===== src/rtl/div_unit.sv =====
// Radix-2 restoring integer divider for the EX stage (DIV/DIVU).
// Produces one quotient bit per clock and returns {remainder, quotient}.
module div_unit #(
    parameter int WIDTH = 32
) (
    input  logic               clk,
    input  logic               rst,
    input  logic               signed_div_i,
    input  logic [WIDTH-1:0]   opdata1_i,
    input  logic [WIDTH-1:0]   opdata2_i,
    input  logic               start_i,
    input  logic               annul_i,
    output logic [2*WIDTH-1:0] result_o,
    output logic               ready_o
);

    localparam int CW = $clog2(WIDTH) + 1;
    localparam logic [CW-1:0] LAST = CW'(WIDTH);

    typedef enum logic [1:0] {
        ST_FREE,
        ST_BYZERO,
        ST_ON,
        ST_END
    } state_t;

    state_t             state, state_d;
    logic [CW-1:0]      cnt, cnt_d;
    logic [WIDTH-1:0]   rem, rem_d;
    logic [WIDTH-1:0]   quo, quo_d;
    logic [WIDTH-1:0]   dvs, dvs_d;
    logic               sgn, sgn_d;
    logic               neg1, neg1_d;
    logic               neg2, neg2_d;
    logic [2*WIDTH-1:0] result_d;
    logic               ready_d;

    logic               in_neg1, in_neg2;
    logic [WIDTH-1:0]   mag1, mag2;
    logic [WIDTH:0]     partial, diff;
    logic [WIDTH-1:0]   q_fix, r_fix;

    assign in_neg1 = signed_div_i & opdata1_i[WIDTH-1];
    assign in_neg2 = signed_div_i & opdata2_i[WIDTH-1];
    assign mag1    = in_neg1 ? -opdata1_i : opdata1_i;
    assign mag2    = in_neg2 ? -opdata2_i : opdata2_i;

    // Partial remainder carries one extra bit so the trial difference sign is visible.
    assign partial = {rem, quo[WIDTH-1]};
    assign diff    = partial - {1'b0, dvs};

    assign q_fix = (sgn && (neg1 ^ neg2)) ? -quo : quo;
    assign r_fix = (sgn && neg1) ? -rem : rem;

    always_comb begin
        state_d  = state;
        cnt_d    = cnt;
        rem_d    = rem;
        quo_d    = quo;
        dvs_d    = dvs;
        sgn_d    = sgn;
        neg1_d   = neg1;
        neg2_d   = neg2;
        result_d = result_o;
        ready_d  = ready_o;
        unique case (state)
            ST_FREE: begin
                result_d = '0;
                ready_d  = 1'b0;
                if (start_i && !annul_i) begin
                    if (opdata2_i == '0) begin
                        state_d = ST_BYZERO;
                    end else begin
                        state_d = ST_ON;
                        cnt_d   = '0;
                        sgn_d   = signed_div_i;
                        neg1_d  = in_neg1;
                        neg2_d  = in_neg2;
                        rem_d   = '0;
                        quo_d   = mag1;
                        dvs_d   = mag2;
                    end
                end
            end
            ST_BYZERO: begin
                if (annul_i) begin
                    state_d  = ST_FREE;
                    cnt_d    = '0;
                    result_d = '0;
                    ready_d  = 1'b0;
                end else begin
                    state_d  = ST_END;
                    result_d = '0;
                    ready_d  = 1'b1;
                end
            end
            ST_ON: begin
                if (annul_i) begin
                    state_d  = ST_FREE;
                    cnt_d    = '0;
                    result_d = '0;
                    ready_d  = 1'b0;
                end else if (cnt == LAST) begin
                    state_d  = ST_END;
                    result_d = {r_fix, q_fix};
                    ready_d  = 1'b1;
                end else begin
                    cnt_d = cnt + 1'b1;
                    if (!diff[WIDTH]) begin
                        rem_d = diff[WIDTH-1:0];
                        quo_d = {quo[WIDTH-2:0], 1'b1};
                    end else begin
                        rem_d = partial[WIDTH-1:0];
                        quo_d = {quo[WIDTH-2:0], 1'b0};
                    end
                end
            end
            ST_END: begin
                if (!start_i) begin
                    state_d  = ST_FREE;
                    result_d = '0;
                    ready_d  = 1'b0;
                end
            end
            default: begin
                state_d  = ST_FREE;
                result_d = '0;
                ready_d  = 1'b0;
            end
        endcase
    end

    always_ff @(posedge clk or negedge rst) begin
        if (!rst) begin
            state    <= ST_FREE;
            cnt      <= '0;
            rem      <= '0;
            quo      <= '0;
            dvs      <= '0;
            sgn      <= 1'b0;
            neg1     <= 1'b0;
            neg2     <= 1'b0;
            result_o <= '0;
            ready_o  <= 1'b0;
        end else begin
            state    <= state_d;
            cnt      <= cnt_d;
            rem      <= rem_d;
            quo      <= quo_d;
            dvs      <= dvs_d;
            sgn      <= sgn_d;
            neg1     <= neg1_d;
            neg2     <= neg2_d;
            result_o <= result_d;
            ready_o  <= ready_d;
        end
    end

endmodule


===== config.mk =====
export PLATFORM = sky130hd
export DESIGN_NAME = div_unit
export DESIGN_NICKNAME = d
export VERILOG_FILES = /design/src/rtl/div_unit.sv
export SDC_FILE = /design/constraint.sdc
export NUM_CORES = 1
export LEC_CHECK = 0
export ABC_AREA = 0
export ABC_CLOCK_PERIOD_IN_PS = 4300
export CAP_MARGIN = 20
export CELL_PAD_IN_SITES_DETAIL_PLACEMENT = 2
export CELL_PAD_IN_SITES_GLOBAL_PLACEMENT = 2
export CORE_UTILIZATION = 34
export CTS_CLUSTER_SIZE = 28
export DETAILED_ROUTE_END_ITERATION = 12
export PLACE_DENSITY = 0.82
export SYNTH_ARGS = -nofsm -noshare
export SYNTH_HDL_FRONTEND = slang
export SYNTH_SLANG_ARGS = --single-unit
export TNS_END_PERCENT = 30

===== constraint.sdc =====
create_clock -name clk -period 4.3 [get_ports clk]
set_input_delay 0.43 -clock clk [delete_from_list [all_inputs] [get_ports clk]]
set_output_delay 0.43 -clock clk [all_outputs]
set_load 0.005 [all_outputs]

== After elaboration in Yosys (flattened, before gate mapping) ==
Index checks and enable logic that the tools add are counted.

* $add $sub $neg: 6
* Equal/unequal tests: 12
* Muxes and demuxes: 38
* Bitwise logic cells: 4
* Reduce and logical (&&, ||, !) cells: 14

{| class="wikitable"
|+ Operators with widths
! operator !! count
|-
| 32-bit two-way mux || 13
|-
| 64-bit two-way mux || 3
|-
| 64-bit case mux with 3 select lines || 1
|-
| 32-bit negator || 4
|-
| 32-bit case mux with 2 select lines || 2
|-
| 33-bit by 32-bit subtractor with 33-bit output || 1
|-
| 32-bit logical NOT || 1
|-
| 6-bit two-way mux || 5
|-
| 6-bit case mux with 3 select lines || 1
|-
| 2-bit two-way mux || 6
|-
| 2-bit inequality test, second input constant || 6
|-
| 5-bit AND reduction || 2
|-
| 2-bit case mux with 4 select lines || 1
|-
| 6-bit by 1-bit adder with 6-bit output, second input constant || 1
|-
| 6-bit == test, second input constant || 1
|-
| 3-bit inequality test, second input constant || 2
|-
| 3-bit AND reduction || 2
|-
| 1-bit two-way mux || 5
|-
| 2-bit == test, second input constant || 2
|-
| 1-bit case mux with 4 select lines || 1
|-
| 1-bit logical AND || 3
|-
| 3-bit nonzero test || 1
|-
| 1-bit AND || 2
|-
| 2-bit by 1-bit == test with 1-bit output, second input constant || 1
|-
| 7 further kinds || 7
|}

* Flip-flop bits (word level): 172
* Bits of input ports: 69
* Output and inout bits: 65
* Word-level logic and storage cells: 84

== Depth between registers and ports, before layout ==
Gate-level depths: netlist (run 1).

* Word-level depth: 6
* Gate-level depth with buffers: 13
* Gate-level depth less buffers: 12

== Worst setup path after synthesis (run 1) ==
OpenSTA, ideal clock, no wires.

* Path type: register to register
* Start point: register quo[31]
* End point: register rem[10]
* Library setup time: 0.132 ns
* Arrival: 3.068 ns
* Required time: 4.168 ns
* Slack: 1.100 ns
* Cell stages (with the launch flop): 14
* Buffers on the path: 1
* Clock period less this slack: 3.200 ns
* Cell sequence: dfrtp_1 > inv_1 > ha_1 > fa_1 > nor2b_1 > o31ai_1 > a21oi_1 > nor2b_1 > o41a_1 > o41ai_4 > xor2_4 > buf_6 > mux2i_1 > o21ai_1

* Word-level cells in the longest chain between the ends: 5

{| class="wikitable"
|+ Ends and longest elaborated chain
! element !! RTL line !! RTL
|-
| start, declared || 30 || <nowiki>logic [WIDTH-1:0] quo, quo_d;</nowiki>
|-
| start signal, assigned || 149 || <nowiki>quo <= quo_d;</nowiki>
|-
| 33-bit by 32-bit subtractor with 33-bit output || 50 || <nowiki>assign diff = partial - {1'b0, dvs};</nowiki>
|-
| 32-bit two-way mux || 109 || <nowiki>if (!diff[WIDTH]) begin</nowiki>
|-
| 32-bit two-way mux || 103 || <nowiki>end else if (cnt == LAST) begin</nowiki>
|-
| 32-bit two-way mux || 98 || <nowiki>if (annul_i) begin</nowiki>
|-
| 32-bit case mux with 2 select lines || 66 || <nowiki>unique case (state)</nowiki>
|-
| end signal, assigned || 148 || <nowiki>rem <= rem_d;</nowiki>
|-
| end, declared || 29 || <nowiki>logic [WIDTH-1:0] rem, rem_d;</nowiki>
|}

No other way between the ends. The select of a mux whose other input is x is not followed.
A chain may end at the register's enable or synchronous reset.

== Worst setup path after layout (run 1) ==
* Start point: register quo[31]
* End point: register rem[3]

The elaborated chain is that of the path after synthesis.

==> metrics.log, run 1 <==
INFO  metric asyncSetResetFlopFracSynth = 100%
INFO  metric post_detailed_route_count_of_antenna_violating_nets = 0
INFO  metric initial_utilization = 34.4%
INFO  metric chipHeight = 186 µm
INFO  metric run_status = complete, but fails checks
INFO  metric r2r_cells = 13
INFO  metric synth-seq-cells = 172
INFO  metric totalWireLength = 41600 µm
INFO  metric critical_path_buf_inv_count = 2
INFO  metric post_cts_hold_buffer_count = 0
INFO  metric critical_path_cell_count = 13
INFO  metric endpoint_kind = register
INFO  metric avgRoutedWirePerCell = 21.2 µm
INFO  metric post_syn_area_per_cell = 8.20 µm²
INFO  metric coreArea = 33400 µm²
INFO  metric synthesis.nets = 1518
INFO  metric resized_after_cts = 0
INFO  metric r2r_slack = 0.63 ns
INFO  metric critical_path.max_stage_delay = 0.42 ns
INFO  metric timing_worst_slew_pin_value = 0.900 ns
INFO  metric portBuffers = 133
INFO  metric yosysWarningCount = 0
INFO  metric final-max-slew-violation-count = 0
INFO  metric design.portCount = 134
INFO  metric power_per_cell_area = 685 nW/µm²
INFO  metric netlist_instances = 1405
INFO  metric timing.rr.start = quo[31]
INFO  metric setup.worst_path.start_class = register
INFO  metric worst_setup_hold_path_clk_slew = 0.07 ns
INFO  metric finalHoldWorstSlack = 0.0432 ns
INFO  metric antennaDiodeCount = 0
INFO  metric worst_r2r_endpoint = rem[3]
INFO  metric fin_worst_skew = 0.0112 ns
INFO  metric p_leak = 5.85 nW
INFO  metric fraction_of_layout_cells_with_a_size_suffix_above_1 = 4.74%
INFO  metric place.detailed.hpwl = 30700 µm
INFO  metric grt_max_degree = 90
INFO  metric cell_family_contributing_the_most_delay_on_the_critical_path = compound AO/OA/AOI/OAI gates
INFO  metric synth_enable_flop_cells = 0
INFO  metric number_of_antenna_violations_at_the_first_check_in_global_routing = 0
INFO  metric drt_drc_violations_left = 2
INFO  metric clockRootBuffer = clkbuf_16
INFO  metric setup.worst_path.end = rem[3]
INFO  metric clock-sinks = 172
INFO  metric first_drt_iteration_drcs = 402
INFO  metric worstPathCellList = inv_1 -> ha_1 -> fa_1 -> nor2b_1 -> o31ai_1 -> a21oi_1 -> nor2b_1 -> o41a_1 -> o41ai_4 -> xor2_4 -> buf_4 -> mux2i_1 -> o21ai_1
INFO  metric htreeDepth = 4
INFO  metric critical_path_class = register to register
INFO  metric pre_cts_slack = 0.573 ns
INFO  metric synth.distinct_cells = 66
INFO  metric drt_pre_antenna_iters = 8
INFO  metric max-cap-violations = 0
INFO  metric syn_to_final_growth = 21.1%
INFO  metric worst-path-max-fanout = 19
INFO  metric cts.path.max_buffers = 2
INFO  metric gr-usage-all-layers = 25.0%
INFO  metric mappedNetlistArea = 11500 µm²
INFO  metric failed_checks = design-rule violations
INFO  metric cpMostUsedCell = nor2b_1
INFO  metric area_enclosed_by_the_die_boundary = 34600 µm²
INFO  metric timing.critical_path.slowest_stage_cell = o41ai_4
INFO  metric grt_setup_unrepaired = no
INFO  metric min_period = 3.67 ns
INFO  metric ir_drop = 365 µV
INFO  metric setup_ws = 0.630 ns
INFO  metric post-cts-setup-buffers = 0
INFO  metric tritoncts = yes
INFO  metric routabilityCongestion = 0.864
INFO  metric period_utilization = 85.3%
INFO  metric design.final.nets = 1619
INFO  metric timing.setup.tns = 0 ns
INFO  metric placement_rows = 67
INFO  metric grt_pass1_vias = 11746
INFO  metric dieWidth = 186 µm
INFO  metric setup-violations-final = 0
INFO  metric hp-class = input port to async pin
INFO  metric grt_first_pass_wirelength = 66200 µm
INFO  metric clkLatencyLatePin = 0.46 ns
INFO  metric routed_via_density = 5.54
INFO  metric synthFlopType = dfrtp_1
INFO  metric post_synthesis_sequential_area_ratio = 37.4%
INFO  metric hold_viol_final = 0
INFO  metric max_clock_freq = 272 MHz
INFO  metric timing.critical_path.arrival = 4.01 ns
INFO  metric gr-total-overflow = 0
INFO  metric worst_setup_path_startpoint = quo[31]
INFO  metric via_total_after_detailed_routing = 10891
INFO  metric tritoncts.num_buffers = 17
INFO  metric slew_headroom = 39.9%
INFO  metric worstPathRequired = 4.64 ns
-- how the worst min path moves through the flow --
stage                     start            to  slack [ns]  depth (start not counted)
finish                      rst  result_o[46]        0.04                          1
global route                rst  result_o[46]        0.11                          1
CTS                         rst  result_o[46]        0.09                          1
detailed placement  result_o[5]   result_o[5]        0.47                          2
global placement        ready_o       ready_o        0.46                          2
floorplan                   rst        cnt[0]        0.13                          0
-- flip-flops by register name, indices dropped and copies added (netlist names) --
register  count
ready_o       1
result_o     64
neg2          1
dvs          32
rem          32
neg1          1
quo          32
state         2
cnt           6
sgn           1
-- cell type report --
| cell class | count | area [µm²] |
|---|---|---|
| multi-input cells | 1103 | 6690 |
| flip-flops and latches | 172 | 4300 |
| repair buffers | 157 | 1570 |
| inverters | 55 | 206 |
| fillers | 3734 | 19500 |
| clock inverters | 15 | 188 |
| well taps | 448 | 561 |
| clock buffers | 17 | 425 |
-- synth_stat cells, types with 2 or more instances --
| master | number | area, µm² |
|---|---|---|
| nand2_1 | 197 | 739 |
| dfrtp_1 | 172 | 4300 |
| a21oi_1 | 137 | 686 |
| nor2_1 | 129 | 484 |
| o21ai_0 | 109 | 546 |
| xnor2_1 | 81 | 709 |
| o21ai_1 | 64 | 320 |
| xor2_1 | 61 | 534 |
| inv_1 | 55 | 206 |
| clkbuf_1 | 49 | 184 |
| ha_1 | 43 | 538 |
| o31ai_1 | 34 | 255 |
| mux2i_1 | 32 | 320 |
| nor4_1 | 25 | 156 |
| nor3_1 | 19 | 95.1 |
| nand3_1 | 17 | 85.1 |
| a21o_1 | 14 | 105 |
| a31oi_1 | 13 | 81.3 |
| buf_2 | 12 | 60.1 |
| or3_1 | 12 | 75.1 |
| and2_1 | 11 | 68.8 |
| nand2b_1 | 10 | 62.6 |
| nand4_1 | 9 | 56.3 |
| or4_1 | 9 | 67.6 |
| buf_1 | 8 | 30.0 |
| o41ai_1 | 7 | 61.3 |
| and3_1 | 6 | 37.5 |
| nor2b_1 | 6 | 37.5 |
| o211ai_1 | 6 | 45.0 |
| o21a_1 | 6 | 45.0 |
| a211oi_1 | 4 | 30.0 |
| buf_6 | 3 | 33.8 |
| o21bai_1 | 3 | 22.5 |
| o221ai_1 | 3 | 26.3 |
| a2111oi_0 | 2 | 17.5 |
| a221oi_1 | 2 | 17.5 |
| a22o_1 | 2 | 17.5 |
| a311oi_1 | 2 | 17.5 |
| a41oi_1 | 2 | 17.5 |
| clkbuf_4 | 2 | 15.0 |
| nand3b_1 | 2 | 15.0 |
-- kinds of logic (layout without fill, tap and decap cells) --
group                    Yosys count  count (layout)  share of synthesized area [%]
AO/OA/AOI/OAI                    424             424                           21.4
XOR/XNOR                         143             143                           11.0
adder cells (fa/ha/maj)           44              44                           4.84
buffers and inverters            130             244                           4.64
flip-flops                       172             172                           37.4
multiplexers                      33              33                           2.88
AND/OR/NAND/NOR                  459             459                           17.8
-- power by group --
group / total [mW] / leakage, nW / switching (mW) / internal [mW]
clock network: 1.67 / 0.290 / 0.749 / 0.925
logic: 5.19 / 3.30 / 3.26 / 1.93
registers: 2.70 / 2.25 / 0.638 / 2.06
-- cells in the final DEF (no fill, tap or decap), types with 13 or more instances in the layout --
| cell type | netlist | final |
|---|---|---|
| nand3_1 | 17 | 17 |
| nor3_1 | 19 | 19 |
| a21o_1 | 14 | 14 |
| buf_4 | 0 | 20 |
| a21oi_1 | 137 | 137 |
| ha_1 | 43 | 42 |
| o21ai_0 | 109 | 109 |
| clkdlybuf4s50_1 | 0 | 132 |
| inv_1 | 55 | 55 |
| xor2_1 | 61 | 61 |
| o31ai_1 | 34 | 34 |
| nor2_1 | 129 | 129 |
| clkbuf_16 | 0 | 17 |
| nand2_1 | 197 | 194 |
| mux2i_1 | 32 | 32 |
| dfrtp_1 | 172 | 172 |
| a31oi_1 | 13 | 13 |
| xnor2_1 | 81 | 81 |
| nor4_1 | 25 | 25 |
| o21ai_1 | 64 | 64 |
-- worst reg2reg max path, cell delays in order, from the launching register on --
cell,delay (ns)
dfrtp_1,0.37
inv_1,0.10
ha_1,0.24
fa_1,0.41
nor2b_1,0.18
o31ai_1,0.13
a21oi_1,0.23
nor2b_1,0.14
o41a_1,0.41
o41ai_4,0.42
xor2_4,0.18
buf_4,0.34
mux2i_1,0.32
o21ai_1,0.09
-- metrics by stage --
stage	instance area [µm²]	utilization (%)	instances	power, mW
after CTS	13900	41.6	1966	9.55
final	13900	41.7	1967	9.56
after global routing	13900	41.7	1967	10.2
after floorplan	11500	-	1405	6.08
after global placement	13300	39.8	1934	7.49
after detailed placement	13300	39.8	1934	7.78
-- per-layer routing --
layer / track usage [%] / share of wire [%]
met5: 0 / 0
met4: 6.98 / 1.5
met3: 3.40 / 2.4
met2: 42.6 / 49
met1: 33.0 / 47
Power figures use the tool's default switching activity.
==> run 2: changes to the inputs <==
--- a/config.mk
+++ b/config.mk
@@ -13,7 +13,7 @@
 export CORE_UTILIZATION = 34
 export CTS_CLUSTER_SIZE = 28
 export DETAILED_ROUTE_END_ITERATION = 12
-export PLACE_DENSITY = 0.82
+export PLACE_DENSITY = 0.92
 export SYNTH_ARGS = -nofsm -noshare
 export SYNTH_HDL_FRONTEND = slang
 export SYNTH_SLANG_ARGS = --single-unit
==> run 2 against run 1 <==
  * The run now ends clean
  * Cell count down 0.31%
  * Routed wire length is 18% higher
  * Non-clock buffer count down 6
  * Core utilization shrank 0.23 points
  * Global-route usage increased by 4.2 points
  * Sequential cell count unchanged
  * Register-to-register slack lost 0.35 ns
  * Sequential power rose by 3%
  * Clock power decreased by 2%
  * Largest power group unchanged
==> metrics.log, run 2 (synthesis results as in run 1) <==
INFO  metric cpMostUsedCell = a21o_1
INFO  metric p_leak = 5.81 nW (-0.65%)
INFO  metric fin_area = 13900 µm² (-0.56%)
INFO  metric clockRootBuffer = clkbuf_16
INFO  metric number_of_antenna_violations_at_the_first_check_in_global_routing = 0 (unchanged)
INFO  metric chipHeight = 186 µm (unchanged)
INFO  metric tritoncts = yes
INFO  metric post_detailed_route_count_of_antenna_violating_nets = 0 (unchanged)
INFO  metric most-common-layout-cells = nand2_1, dfrtp_1, a21oi_1
INFO  metric post_cts_hold_buffer_count = 0 (unchanged)
INFO  metric fill_cells = 3652 (-2.2%)
INFO  metric critical_path.max_stage_delay = 0.60 ns (+0.18 ns)
INFO  metric dieWidth = 186 µm (unchanged)
INFO  metric max-cap-violations = 0 (unchanged)
INFO  metric antennaDiodeCount = 0 (unchanged)
INFO  metric hp-class = input port to async pin
INFO  metric resized_after_cts = 0 (unchanged)
INFO  metric timing.setup.tns = 0 ns (unchanged)
INFO  metric htreeDepth = 4 (unchanged)
INFO  metric via_total_after_detailed_routing = 11580 (+6.3%)
INFO  metric initial_utilization = 34.4% (unchanged)
INFO  metric routabilityCongestion = 0.882 (+2.2%)
INFO  metric r2r_slack = 0.28 ns (-0.35 ns)
INFO  metric placed_cell_area = 13300 µm² (about the same)
INFO  metric gr-total-overflow = 0 (unchanged)
INFO  metric grt_first_pass_wirelength = 76700 µm (+16%)
INFO  metric worstPathRequired = 4.62 ns (-0.02 ns)
INFO  metric fraction_of_layout_cells_with_a_size_suffix_above_1 = 4.30% (-0.44 points)
INFO  metric place.detailed.hpwl = 32500 µm (+6.0%)
INFO  metric power_per_cell_area = 717 nW/µm² (+4.6%)
INFO  metric grt-busiest-layer = met2
INFO  metric worst_setup_hold_path_clk_slew = 0.08 ns (about the same)
INFO  metric grt_setup_unrepaired = no
INFO  metric area_enclosed_by_the_die_boundary = 34600 µm² (unchanged)
INFO  metric setup-violations-final = 0 (unchanged)
INFO  metric cts.path.max_buffers = 2 (unchanged)
INFO  metric placement_rows = 67 (unchanged)
INFO  metric min_period = 4.02 ns (+0.346 ns)
INFO  metric ir_drop = 430 µV (+18%)
INFO  metric most_flops_register = result_o
INFO  metric r2r_cells = 10 (-3)
INFO  metric endpoint_kind = register
INFO  metric timing_worst_slew_pin_value = 1.08 ns (+0.179 ns)
INFO  metric design.final.nets = 1613 (-0.37%)
INFO  metric grtUsageMet1 = 36.9% (+3.9 points)
INFO  metric portBuffers = 133 (unchanged)
INFO  metric largest_register_ffs = 64 (unchanged)
INFO  metric grt_pass1_vias = 12654 (+7.7%)
INFO  metric syn_to_final_growth = 20.4%
INFO  metric cell_family_contributing_the_most_delay_on_the_critical_path = compound AO/OA/AOI/OAI gates
INFO  metric critical_path_class = register to register
INFO  metric final-max-slew-violation-count = 0 (unchanged)
INFO  metric hold_viol_final = 0 (unchanged)
INFO  metric avgRoutedWirePerCell = 25.0 µm (+18%)
INFO  metric worst-path-max-fanout = 8 (-11)
INFO  metric first_drt_iteration_drcs = 823 (+100%)
INFO  metric clock-sinks = 172 (unchanged)
INFO  metric setup_ws = 0.284 ns (-0.346 ns)
INFO  metric pre_cts_slack = 0.390 ns (-0.183 ns)
INFO  metric design.portCount = 134 (unchanged)
INFO  metric timing.critical_path.arrival = 4.34 ns (+0.33 ns)
INFO  metric worst_r2r_endpoint = rem[29]
INFO  metric drt_pre_antenna_iters = 7 (-1)
INFO  metric finalHoldWorstSlack = 0.0812 ns (+0.0379 ns)
INFO  metric slew_headroom = 28.1% (-12 points)
INFO  metric coreArea = 33400 µm² (unchanged)
INFO  metric setup.worst_path.start_class = register
INFO  metric global_route.usage.met2 = 48.8% (+6.2 points)
INFO  metric routed_via_density = 5.91 (+6.7%)
INFO  metric clkLatencyLatePin = 0.47 ns (about the same)
INFO  metric critical_path_buf_inv_count = 0 (-2)
INFO  metric utilization = 41.5% (-0.23 points)
INFO  metric met3_layer_usage_reported_by_global_route = 4.58% (+1.2 points)
INFO  metric timing.rr.start = rem[11]
INFO  metric period_utilization = 93.4% (+8.1 points)
INFO  metric gr-usage-all-layers = 29.2% (+4.2 points)
INFO  metric max_clock_freq = 249 MHz (-8.6%)
INFO  metric run_status = complete, no violations
INFO  metric layout.cells.most_common = nand2_1
INFO  metric post-cts-setup-buffers = 0 (unchanged)
INFO  metric tritoncts.num_buffers = 17 (unchanged)
INFO  metric drt_drc_violations_left = 0 (-2)
INFO  metric grt_max_degree = 95 (+5.6%)
INFO  metric timing.critical_path.slowest_stage_cell = ha_1
INFO  metric totalWireLength = 48900 µm (+18%)
INFO  metric worstPathCellList = ha_1 -> nand4_1 -> a211oi_1 -> o21ai_1 -> a21o_1 -> a21o_1 -> a311oi_1 -> mux2i_1 -> a2111oi_0 -> o221ai_1
INFO  metric fin_worst_skew = 0.0125 ns (+0.00128 ns)
## run 2: cell count changes in the layout (fill, tap and decap cells not counted), moves of 2 or more
cell | before | now
buf_12 | 3 | 5
buf_4 | 20 | 13
bufinv_16 | 3 | 1
clkinv_4 | 1 | 5
clkinvlp_4 | 4 | 1
## run 2: layout make-up
| type | instances | area [µm²] | share of cell area, % |
|---|---|---|---|
| inverter | 55 | 206 | 1.49 |
| tap | 448 | 561 | 4.04 |
| multi-input combinational | 1103 | 6690 | 48.2 |
| sequential | 172 | 4300 | 31.0 |
| clock inverter | 13 | 133 | 0.956 |
| timing repair buffer | 151 | 1530 | 11.0 |
| clock buffer | 19 | 443 | 3.19 |
## run 2: worst max path at each step
stage	from	endpoint	slack [ns]	cells after the start
4_1_cts	rem[11]	rem[29]	0.38	10
2_1_floorplan	quo[31]	rem[10]	1.10	13
3_3_place_gp	opdata2_i[10]	quo[0]	0.64	10
6_report	rem[11]	rem[29]	0.28	10
5_1_grt	rem[11]	rem[29]	0.24	10
3_5_place_dp	opdata2_i[21]	quo[0]	0.39	10
## run 2: routing by layer
metal  up-vias  share of wire, %
li1       5093                 -
met1      5962                43
met2       403                49
met3       122               4.5
met4         0               3.9
met5         -                 0
## run 2: per-stage QoR
step	power (mW)	cells
final	9.94	1961
after global routing	10.4	1961
after CTS	9.81	1961
after detailed placement	7.83	1929
after global placement	7.35	1929
after floorplan	6.08	1405
## run 2: power by group
group | total, mW | switching [mW] | internal (mW)
Combinational | 5.53 | 3.63 | 1.91
Clock | 1.63 | 0.797 | 0.828
Sequential | 2.78 | 0.726 | 2.06
Total | 9.94 | 5.15 | 4.79
==> run 3: changes to the inputs <==
--- a/config.mk
+++ b/config.mk
@@ -14,6 +14,7 @@
 export CTS_CLUSTER_SIZE = 28
 export DETAILED_ROUTE_END_ITERATION = 12
 export PLACE_DENSITY = 0.92
+export SKIP_CTS_REPAIR_TIMING = 1
 export SYNTH_ARGS = -nofsm -noshare
 export SYNTH_HDL_FRONTEND = slang
 export SYNTH_SLANG_ARGS = --single-unit
==> results of run 3 <==
The final DEF is identical to that of run 2; final timing and power are the same.
